File: src/rtl/prog_loader_if.sv
// Program-word stream into the loader and byte-write port out to instruction memory.
// master drives words in; slave accepts them and emits byte writes.
interface prog_loader_if #(
  parameter int ADDR_W = 10
) ();
  logic              in_valid;
  logic [31:0]       in_data;
  logic              in_last;
  logic              in_ready;
  logic              mem_we;
  logic [ADDR_W-1:0] mem_addr;
  logic [7:0]        mem_wdata;

  modport master (
    output in_valid, in_data, in_last,
    input  in_ready, mem_we, mem_addr, mem_wdata
  );

  modport slave (
    input  in_valid, in_data, in_last,
    output in_ready, mem_we, mem_addr, mem_wdata
  );
endinterface

File: src/rtl/prog_loader.sv
// Loads 32-bit program words into byte-wide instruction memory, pads with NOPs, then runs the CPU.
// Per word: 1 accept cycle + 4 byte-write cycles; in_ready drops while writing and once capacity is hit.
module prog_loader #(
  parameter int ADDR_W      = 10,
  parameter int MAX_WORDS   = 256,
  parameter int PAD_NOPS    = 2,
  parameter int HOLD_CYCLES = 2,
  parameter int RUN_CYCLES  = 20
) (
  input  logic         clk,
  input  logic         reset,
  input  logic         start,
  prog_loader_if.slave bus,
  output logic         cpu_reset,
  output logic         done,
  output logic         err
);
  localparam logic [31:0] NOP_WORD = 32'h0000_0013;
  localparam int CNT_W   = $clog2(MAX_WORDS + 1);
  localparam int PAD_W   = (PAD_NOPS > 0) ? $clog2(PAD_NOPS + 1) : 1;
  localparam int CYC_MAX = (HOLD_CYCLES > RUN_CYCLES) ? HOLD_CYCLES :
                           ((RUN_CYCLES > 0) ? RUN_CYCLES : 1);
  localparam int CYC_W   = $clog2(CYC_MAX + 1);

  typedef enum logic [2:0] {
    ST_IDLE,
    ST_LOAD,
    ST_WRITE,
    ST_PAD,
    ST_HOLD,
    ST_RUN,
    ST_DONE
  } state_t;

  // Zero-length phases are skipped rather than spending a cycle in them.
  localparam state_t AFTER_HOLD = (RUN_CYCLES > 0) ? ST_RUN : ST_DONE;
  localparam state_t AFTER_PAD  = (HOLD_CYCLES > 0) ? ST_HOLD : AFTER_HOLD;

  state_t             state_q, state_d;
  logic [CNT_W-1:0]   word_cnt_q, word_cnt_d;
  logic [1:0]         byte_k_q, byte_k_d;
  logic [31:0]        word_q, word_d;
  logic               last_q, last_d;
  logic [PAD_W-1:0]   pad_cnt_q, pad_cnt_d;
  logic [CYC_W-1:0]   cyc_q, cyc_d;
  logic               err_q, err_d;

  logic               at_cap;
  logic               writing;
  logic [31:0]        src_word;

  // Capacity reserves room for the trailing NOPs so padding can never overflow.
  assign at_cap   = (word_cnt_q == CNT_W'(MAX_WORDS - PAD_NOPS));
  assign writing  = (state_q == ST_WRITE) || (state_q == ST_PAD);
  assign src_word = (state_q == ST_PAD) ? NOP_WORD : word_q;

  assign bus.in_ready  = (state_q == ST_LOAD) && !at_cap;
  assign bus.mem_we    = writing;
  assign bus.mem_addr  = writing ? ADDR_W'({word_cnt_q, byte_k_q}) : '0;
  assign bus.mem_wdata = writing ? 8'(src_word >> {byte_k_q, 3'b000}) : 8'h00;
  assign cpu_reset     = (state_q != ST_RUN);
  assign done          = (state_q == ST_DONE);
  assign err           = err_q;

  always_comb begin
    state_d    = state_q;
    word_cnt_d = word_cnt_q;
    byte_k_d   = byte_k_q;
    word_d     = word_q;
    last_d     = last_q;
    pad_cnt_d  = pad_cnt_q;
    cyc_d      = cyc_q;
    err_d      = err_q;

    case (state_q)
      ST_IDLE, ST_DONE: begin
        if (start) begin
          state_d    = ST_LOAD;
          word_cnt_d = '0;
          byte_k_d   = '0;
          pad_cnt_d  = '0;
          cyc_d      = '0;
          err_d      = 1'b0;
        end
      end

      ST_LOAD: begin
        if (bus.in_valid) begin
          if (at_cap) begin
            err_d   = 1'b1;
            state_d = ST_DONE;
          end else begin
            word_d   = bus.in_data;
            last_d   = bus.in_last;
            byte_k_d = '0;
            state_d  = ST_WRITE;
          end
        end
      end

      ST_WRITE, ST_PAD: begin
        byte_k_d = byte_k_q + 2'd1;
        if (byte_k_q == 2'd3) begin
          word_cnt_d = word_cnt_q + CNT_W'(1);
          if (state_q == ST_WRITE) begin
            if (!last_q) begin
              state_d = ST_LOAD;
            end else if (PAD_NOPS > 0) begin
              state_d   = ST_PAD;
              pad_cnt_d = '0;
            end else begin
              state_d = AFTER_PAD;
            end
          end else begin
            pad_cnt_d = pad_cnt_q + PAD_W'(1);
            if (pad_cnt_q == PAD_W'(PAD_NOPS - 1)) state_d = AFTER_PAD;
          end
        end
      end

      ST_HOLD: begin
        if (cyc_q == CYC_W'(HOLD_CYCLES - 1)) begin
          cyc_d   = '0;
          state_d = AFTER_HOLD;
        end else begin
          cyc_d = cyc_q + CYC_W'(1);
        end
      end

      ST_RUN: begin
        if (cyc_q == CYC_W'(RUN_CYCLES - 1)) begin
          cyc_d   = '0;
          state_d = ST_DONE;
        end else begin
          cyc_d = cyc_q + CYC_W'(1);
        end
      end

      default: state_d = ST_IDLE;
    endcase
  end

  always_ff @(posedge clk or negedge reset) begin
    if (!reset) begin
      state_q    <= ST_IDLE;
      word_cnt_q <= '0;
      byte_k_q   <= '0;
      word_q     <= '0;
      last_q     <= 1'b0;
      pad_cnt_q  <= '0;
      cyc_q      <= '0;
      err_q      <= 1'b0;
    end else begin
      state_q    <= state_d;
      word_cnt_q <= word_cnt_d;
      byte_k_q   <= byte_k_d;
      word_q     <= word_d;
      last_q     <= last_d;
      pad_cnt_q  <= pad_cnt_d;
      cyc_q      <= cyc_d;
      err_q      <= err_d;
    end
  end
endmodule

File: src/flat_wrapper.sv
// flat-port wrapper written by rule: the top's interface ports become plain ports
module prog_loader_flat 
#(
  parameter int ADDR_W      = 10,
  parameter int MAX_WORDS   = 256,
  parameter int PAD_NOPS    = 2,
  parameter int HOLD_CYCLES = 2,
  parameter int RUN_CYCLES  = 20
)
  (clk, reset, start, cpu_reset, done, err, bus_in_valid, bus_in_data, bus_in_last, bus_in_ready, bus_mem_we, bus_mem_addr, bus_mem_wdata);
  prog_loader_if #(.ADDR_W(ADDR_W)) bus_i ();
  input  logic clk;
  input  logic reset;
  input  logic start;
  output logic cpu_reset;
  output logic done;
  output logic err;
  input wire logic [$bits(bus_i.in_valid)-1:0] bus_in_valid;
  input wire logic [$bits(bus_i.in_data)-1:0] bus_in_data;
  input wire logic [$bits(bus_i.in_last)-1:0] bus_in_last;
  output wire logic [$bits(bus_i.in_ready)-1:0] bus_in_ready;
  output wire logic [$bits(bus_i.mem_we)-1:0] bus_mem_we;
  output wire logic [$bits(bus_i.mem_addr)-1:0] bus_mem_addr;
  output wire logic [$bits(bus_i.mem_wdata)-1:0] bus_mem_wdata;
  assign bus_i.in_valid = bus_in_valid;
  assign bus_i.in_data = bus_in_data;
  assign bus_i.in_last = bus_in_last;
  assign bus_in_ready = bus_i.in_ready;
  assign bus_mem_we = bus_i.mem_we;
  assign bus_mem_addr = bus_i.mem_addr;
  assign bus_mem_wdata = bus_i.mem_wdata;
  prog_loader #(.ADDR_W(ADDR_W), .MAX_WORDS(MAX_WORDS), .PAD_NOPS(PAD_NOPS), .HOLD_CYCLES(HOLD_CYCLES), .RUN_CYCLES(RUN_CYCLES)) u_core (.clk(clk), .reset(reset), .start(start), .bus(bus_i), .cpu_reset(cpu_reset), .done(done), .err(err));
endmodule
File: config.mk
export PLATFORM = sky130hd
export DESIGN_NAME = prog_loader_flat
export DESIGN_NICKNAME = d
export VERILOG_FILES = /design/src/rtl/prog_loader_if.sv /design/src/rtl/prog_loader.sv /design/src/flat_wrapper.sv
export SDC_FILE = /design/constraint.sdc
export NUM_CORES = 1
export LEC_CHECK = 0
export ABC_AREA = 1
export CORE_MARGIN = 8
export CORE_UTILIZATION = 56
export CTS_CLUSTER_DIAMETER = 100
export DETAILED_ROUTE_END_ITERATION = 10
export GPL_TIMING_DRIVEN = 0
export PLACE_DENSITY = 0.93
export SYNTH_ARGS = -nofsm -noshare
export SYNTH_HDL_FRONTEND = slang
export SYNTH_SLANG_ARGS = --single-unit
export TNS_END_PERCENT = 1
File: constraint.sdc
create_clock -name clk -period 3.1 [get_ports clk]
set_input_delay 0.62 -clock clk [delete_from_list [all_inputs] [get_ports clk]]
set_output_delay 0.62 -clock clk [all_outputs]
set_load 0.005 [all_outputs]
# ---- Word level (Yosys, flattened, before mapping)
# Cells that the tools add are included.
dict set report totals {
  register_bits 55
  input_bits 37
  out_inout_bits 23
  wordCells 84
}
dict set report op_classes {
  addsub 4
  n_eq_ne 21
  n_shift 1
  muxes 32
  bitwise_logic 1
  n_reduce_logical 17
}
# op n
set op_table {}
lappend op_table {{2-to-1 mux 32 bit} 1}
lappend op_table {{right shift 32 x 5 -> 8 bit} 1}
lappend op_table {{2-to-1 mux 3 bit} 8}
lappend op_table {{2-to-1 mux 9 bit} 2}
lappend op_table {{one-hot mux 9 bit (2 select lines)} 1}
lappend op_table {{2-to-1 mux 5 bit} 3}
lappend op_table {{one-hot mux 3 bit (5 select lines)} 1}
lappend op_table {{one-hot mux 5 bit (3 select lines)} 1}
lappend op_table {{2-to-1 mux 2 bit} 7}
lappend op_table {{AND reduction 4 bit} 3}
lappend op_table {{2-to-1 mux 10 bit} 1}
lappend op_table {{adder 9 x 1 -> 9 bit (second input constant)} 1}
lappend op_table {{equality test 3 bit (second input constant)} 3}
lappend op_table {{equality test 9 x 8 -> 1 bit (second input constant)} 1}
lappend op_table {{2-to-1 mux 8 bit} 1}
lappend op_table {{inequality test 2 x 1 -> 1 bit (second input constant)} 4}
lappend op_table {{equality test 3 x 2 -> 1 bit (second input constant)} 2}
lappend op_table {{inequality test 2 bit (second input constant)} 3}
lappend op_table {{one-hot mux 2 bit (3 select lines)} 1}
lappend op_table {{AND reduction 3 bit} 2}
lappend op_table {{AND reduction 6 bit} 1}
lappend op_table {{nonzero test 3 bit} 2}
lappend op_table {{adder 5 x 1 -> 5 bit (second input constant)} 1}
lappend op_table {{equality test 5 x 1 -> 1 bit (second input constant)} 1}
lappend op_table {{other kinds (19)} 24}

# ---- Logic depth before layout (Yosys ltp)
dict set report depth {
  ltp_word 5
  ltp_mapped 11
  ltp_nobuf 10
}

# ---- Worst setup path after synthesis
# Ideal clock, no wire load.
dict set report synth_timing {
  kind {register to output}
  startpoint {reg u_core.state_q[2]}
  endpoint {out bus_mem_wdata[0]}
  arrival_ps 1201
  required_ps 2480
  setup_slack_ps 1279
  path_stages_with_launch 9
  n_path_buf 1
  path_cell_list {dfrtp_1 -> inv_2 -> nand2_4 -> inv_2 -> buf_2 -> nand2_2 -> o31ai_1 -> nand2_1 -> inv_1}
}
dict set report synth_via {
  word_cells_on_any_way 6
  cone_classes {eq/ne: 2; shift: 1; mux: 2; reduce/logical: 1}
}
# item line
set synth_lines {}
lappend synth_lines {{start, declared} prog_loader.sv:39} ;# state_t state_q, state_d;
lappend synth_lines {{start signal, assigned} prog_loader.sv:154} ;# state_q <= state_d;
lappend synth_lines {{equality test 3 x 2 -> 1 bit} prog_loader.sv:54} ;# assign writing = (state_q == ST_WRITE) || (state_q == ST_PAD);
lappend synth_lines {{logical OR 1 bit (*)} prog_loader.sv:54}
lappend synth_lines {{via bus_mem_we} flat_wrapper.sv:22} ;# output wire logic [$bits(bus_i.mem_we)-1:0] bus_mem_we;
lappend synth_lines {{2-to-1 mux 8 bit (*)} prog_loader.sv:60} ;# assign bus.mem_wdata = writing ? 8'(src_word >> {byte_k_q, 3'b000}) : 8'h00;
lappend synth_lines {{end, declared} flat_wrapper.sv:24} ;# output wire logic [$bits(bus_i.mem_wdata)-1:0] bus_mem_wdata;
# Mark *: on every way through the listed nets, which the timed path passes. The rest lies on a longest branch.

# ---- Worst setup path after layout
dict set report layout_timing {
  startpoint {reg u_core.byte_k_q[0]}
  endpoint {out bus_mem_wdata[4]}
}
dict set report layout_via {
  elab_chain_len 2
}
# item line
set layout_rtl {}
lappend layout_rtl {{start, declared} prog_loader.sv:41} ;# logic [1:0] byte_k_q, byte_k_d;
lappend layout_rtl {{start signal, assigned} prog_loader.sv:156} ;# byte_k_q <= byte_k_d;
lappend layout_rtl {{right shift 32 x 5 -> 8 bit} prog_loader.sv:60}
lappend layout_rtl {{2-to-1 mux 8 bit} prog_loader.sv:60}
# No other way between the ends.

==> impl_results.md <==
- First-pass GRT wire length: 13100 um
- Setup crit start kind: register
- Vert. Die Dim: 90.8 um
- Syn nets: 464
- Synth cell types: 31
- WL/cell: 13.9 um
- Largest area contributor in the netlist: dfrtp_1
- H-tree levels: 2
- Total number of yosys warnings: 0
- Slew Limit Headroom: 58.6%
- Clock Tree Root: clkbuf_8
- Top cells by area, synth: dfrtp_1 (44%), nand2_1 (14%), nand3_1 (11%)
- Number of CTS-inserted buffers: 5
- Clk_lat worst skew: 310 ps
- Gate power share: 48.0%
- # fillers: 446
- Via count: 2988
- Crit path max fanout: 18
- Switch share: 43.3%
- Die Wd: 90.8 um
- Seq/Total Area, Yosys: 43.9%
- GR Overflow Total: 0
- P_int: 1.70 mW
- Synthesized area: 3140 sq um
- Total power: 3.00 mW
- Final-report max-slew violation count: 0
- Number of port buffers: 58
- Max-cap violations: 0
- Core ar.: 5470 sq um
- Post-place setup slack: 477 ps
- Fmax: 346 MHz
- Gp weighted congestion: 0.914
- Power density over the cells: 766 nW/um^2
- HPWL after DPL: 6050 um
- Status: complete, no violations
- Rows: 27
- Hold Buf Count CTS: 0
- Routed Antenna Nets: 0
- Hold Vio Cnt, Final: 0
- Lkg Pwr: 1.93 nW
- Placed Cells: 552
- Largest net degree at the start of global routing: 31
- Vias in the first global route: 3075
- Final cell count without fillers: 559
- Post-route setup slack: 209 ps
- Crit share post-route: 93.3%
- Initial antenna violation count: 0
- CTS tree: done
- Initial Util: 57.3%
- Critical path class: reg -> out
- Final setup fails: 0
- Slew @ Worst Pin: 622 ps
- GR Util All Layers: 19.1%
- Die area: 8250 sq um
- Nets: 529
- Ant. Diodes: 0
- Cells after synthesis: 421
- Longest Clk Path Bufs: 2
- Initial DRC Count: 206
- Clock power share: 14.0%
- Layout cell share with drive strength beyond 1: 9.24%
- Via-to-Cell Ratio: 5.35
- Syn Area/Cell: 7.45 sq um
- Layout area overhead: 24.9%
- Clock sinks: 55
- Yosys top cell area share: 43.9%
- Worst Path Required: 2480 ps
- Fin Clk Skew: 12.1 ps
- CTS resizes: 0
- IO Pins: 60
- Clock-pin slew on the worst setup and hold paths: 100 ps
- Worst r2r path cells: 11
- Period minus WS final: 2890 ps
- DRT Pass-1 Iters: 5
- DR DRC count: 0
- Flop pwr share: 38.1%
- Final wirelength: 7770 um
- R2R Setup Slk: 1420 ps
- Critical Path End Type: primary output
- NetSw: 1.30 mW
- Synth Register Bits: 55
- CP arrival: 2270 ps
- Post-layout util: 71.6%
- R2R Path End: u_core.word_q[19]
- Hold Path Class: in -> async
- Post-CTS Setup Repair Bufs: 0
- Maximum VDD drop: 0.510 mV
- Reg2reg start: u_core.word_cnt_q[0]
- Unrepaired setup endpoints after global routing: no
## worst max-delay path: stages, from the launching register on
cell and delay [ps]:
dfrtp_1 390, buf_2 180, inv_1 380, nor2_1 90, o31ai_1 240, nand2_1 110, inv_1 70, clkdlybuf4s50_1 490
## cell type report
cell class                      count  area [sq um]  area share, %
Multi-Input combinational cell    308          1500           38.3
Sequential cell                    55          1380           35.1
Timing Repair Buffer               59           596           15.2
Inverter                           40           153           3.90
Buffer                             17           105           2.68
Tap cell                           72          90.1           2.30
Clock buffer                        6          82.6           2.11
Clock inverter                      2          16.3          0.415
## registers in the layout, indices dropped and copies added, names as in the netlist
| name | cells |
|---|---|
| u_core.pad_cnt_q | 2 |
| u_core.word_cnt_q | 9 |
| u_core.err | 1 |
| u_core.byte_k_q | 2 |
| u_core.cyc_q | 5 |
| u_core.word_q | 32 |
| u_core.state_q | 3 |
| u_core.last_q | 1 |
## cell families (layout without fill, tap and decap cells)
kind of cell    Yosys count  in the layout  share of synthesized area, %
flops                    55             55                          43.9
fa+ha+maj                 6              6                          2.39
xor+xnor                  5              5                          1.40
simple gates            259            259                          37.4
buf+inv                  58            124                          8.34
compound gates           38             38                          6.58
## power by group through the flow
stage | sequential [mW] | clock [mW] | combinational (mW)
2_1_floorplan | 1.09 | 0 | 1.01
3_3_place_gp | 1.14 | 0 | 1.36
3_5_place_dp | 1.15 | 0 | 1.43
4_1_cts | 1.14 | 0.423 | 1.44
5_1_grt | 1.16 | 0.452 | 1.61
6_report | 1.14 | 0.419 | 1.44
## worst max path at each step
stage	slack (ps)	cells past startpoint	endpoint	from
finish	210	7	bus_mem_wdata[4]	u_core.byte_k_q[0]
global route	40	7	bus_mem_wdata[1]	u_core.byte_k_q[0]
CTS	110	6	bus_mem_wdata[3]	u_core.byte_k_q[0]
detailed placement	480	6	bus_mem_wdata[3]	u_core.byte_k_q[0]
global placement	-180	1	u_core.word_q[30]	reset
floorplan	1280	8	bus_mem_wdata[0]	u_core.state_q[2]
## synthesized netlist by cell type
cell type    n
dfrtp_1     55
o21bai_1     1
or2_0        2
buf_2        6
nand2_1    121
buf_1        2
o21ai_1      5
nor2_2       1
xor2_1       5
buf_6        3
inv_4        1
nor2_1      47
clkinv_1     1
nor2_4       3
nor3_1       1
nand4_1      3
a21oi_1      8
inv_2        5
ha_1         6
nor3_4       1
nand2_2      7
a21o_1       1
o22ai_1      3
buf_4        3
inv_1       33
nand2_4      4
nand4_4      1
o21ai_0     17
o31ai_1      3
clkbuf_1     4
nand3_1     68
## metal layers
layer | GRT usage, % | up-vias | part of all wire [%]
met2 | 35.3 | 118 | 51
li1 | - | 1479 | -
met3 | 5.82 | 17 | 7.1
met4 | 7.09 | 0 | 2.0
met5 | 0 | - | 0
met1 | 19.6 | 1374 | 40
## through the flow
step | TNS (ps) | instance area [sq um] | hold WS, ps
2_1_floorplan | 0 | 3140 | 324
3_3_place_gp | -9620 | 3810 | 448
3_5_place_dp | 0 | 3820 | 456
4_1_cts | 0 | 3920 | 330
5_1_grt | 0 | 3920 | 343
6_report | 0 | 3920 | 314
## cell usage in the layout, fill, tap and decap left out
cell             count
buf_12               1
o21ai_0             17
clkinv_4             1
o31ai_1              3
clkbuf_8             6
nand2_4              4
inv_2                5
inv_4                1
buf_6                3
nand2_2              7
xor2_1               5
dfrtp_1             55
nand3_1             68
nor2_2               1
a21oi_1              8
o22ai_1              3
nand4_1              3
nor2_4               3
clkbuf_1             3
nor3_4               1
o21bai_1             1
a21o_1               1
nor3_1               1
nand4_4              1
clkdlybuf4s50_1     57
nor2_1              47
o21ai_1              5
buf_1                2
ha_1                 6
inv_1               33
buf_2                7
clkinvlp_4           1
nand2_1            121
buf_4                3
or2_0                2
clkinv_1             1
No activity file was read; power rests on OpenSTA's default activity.
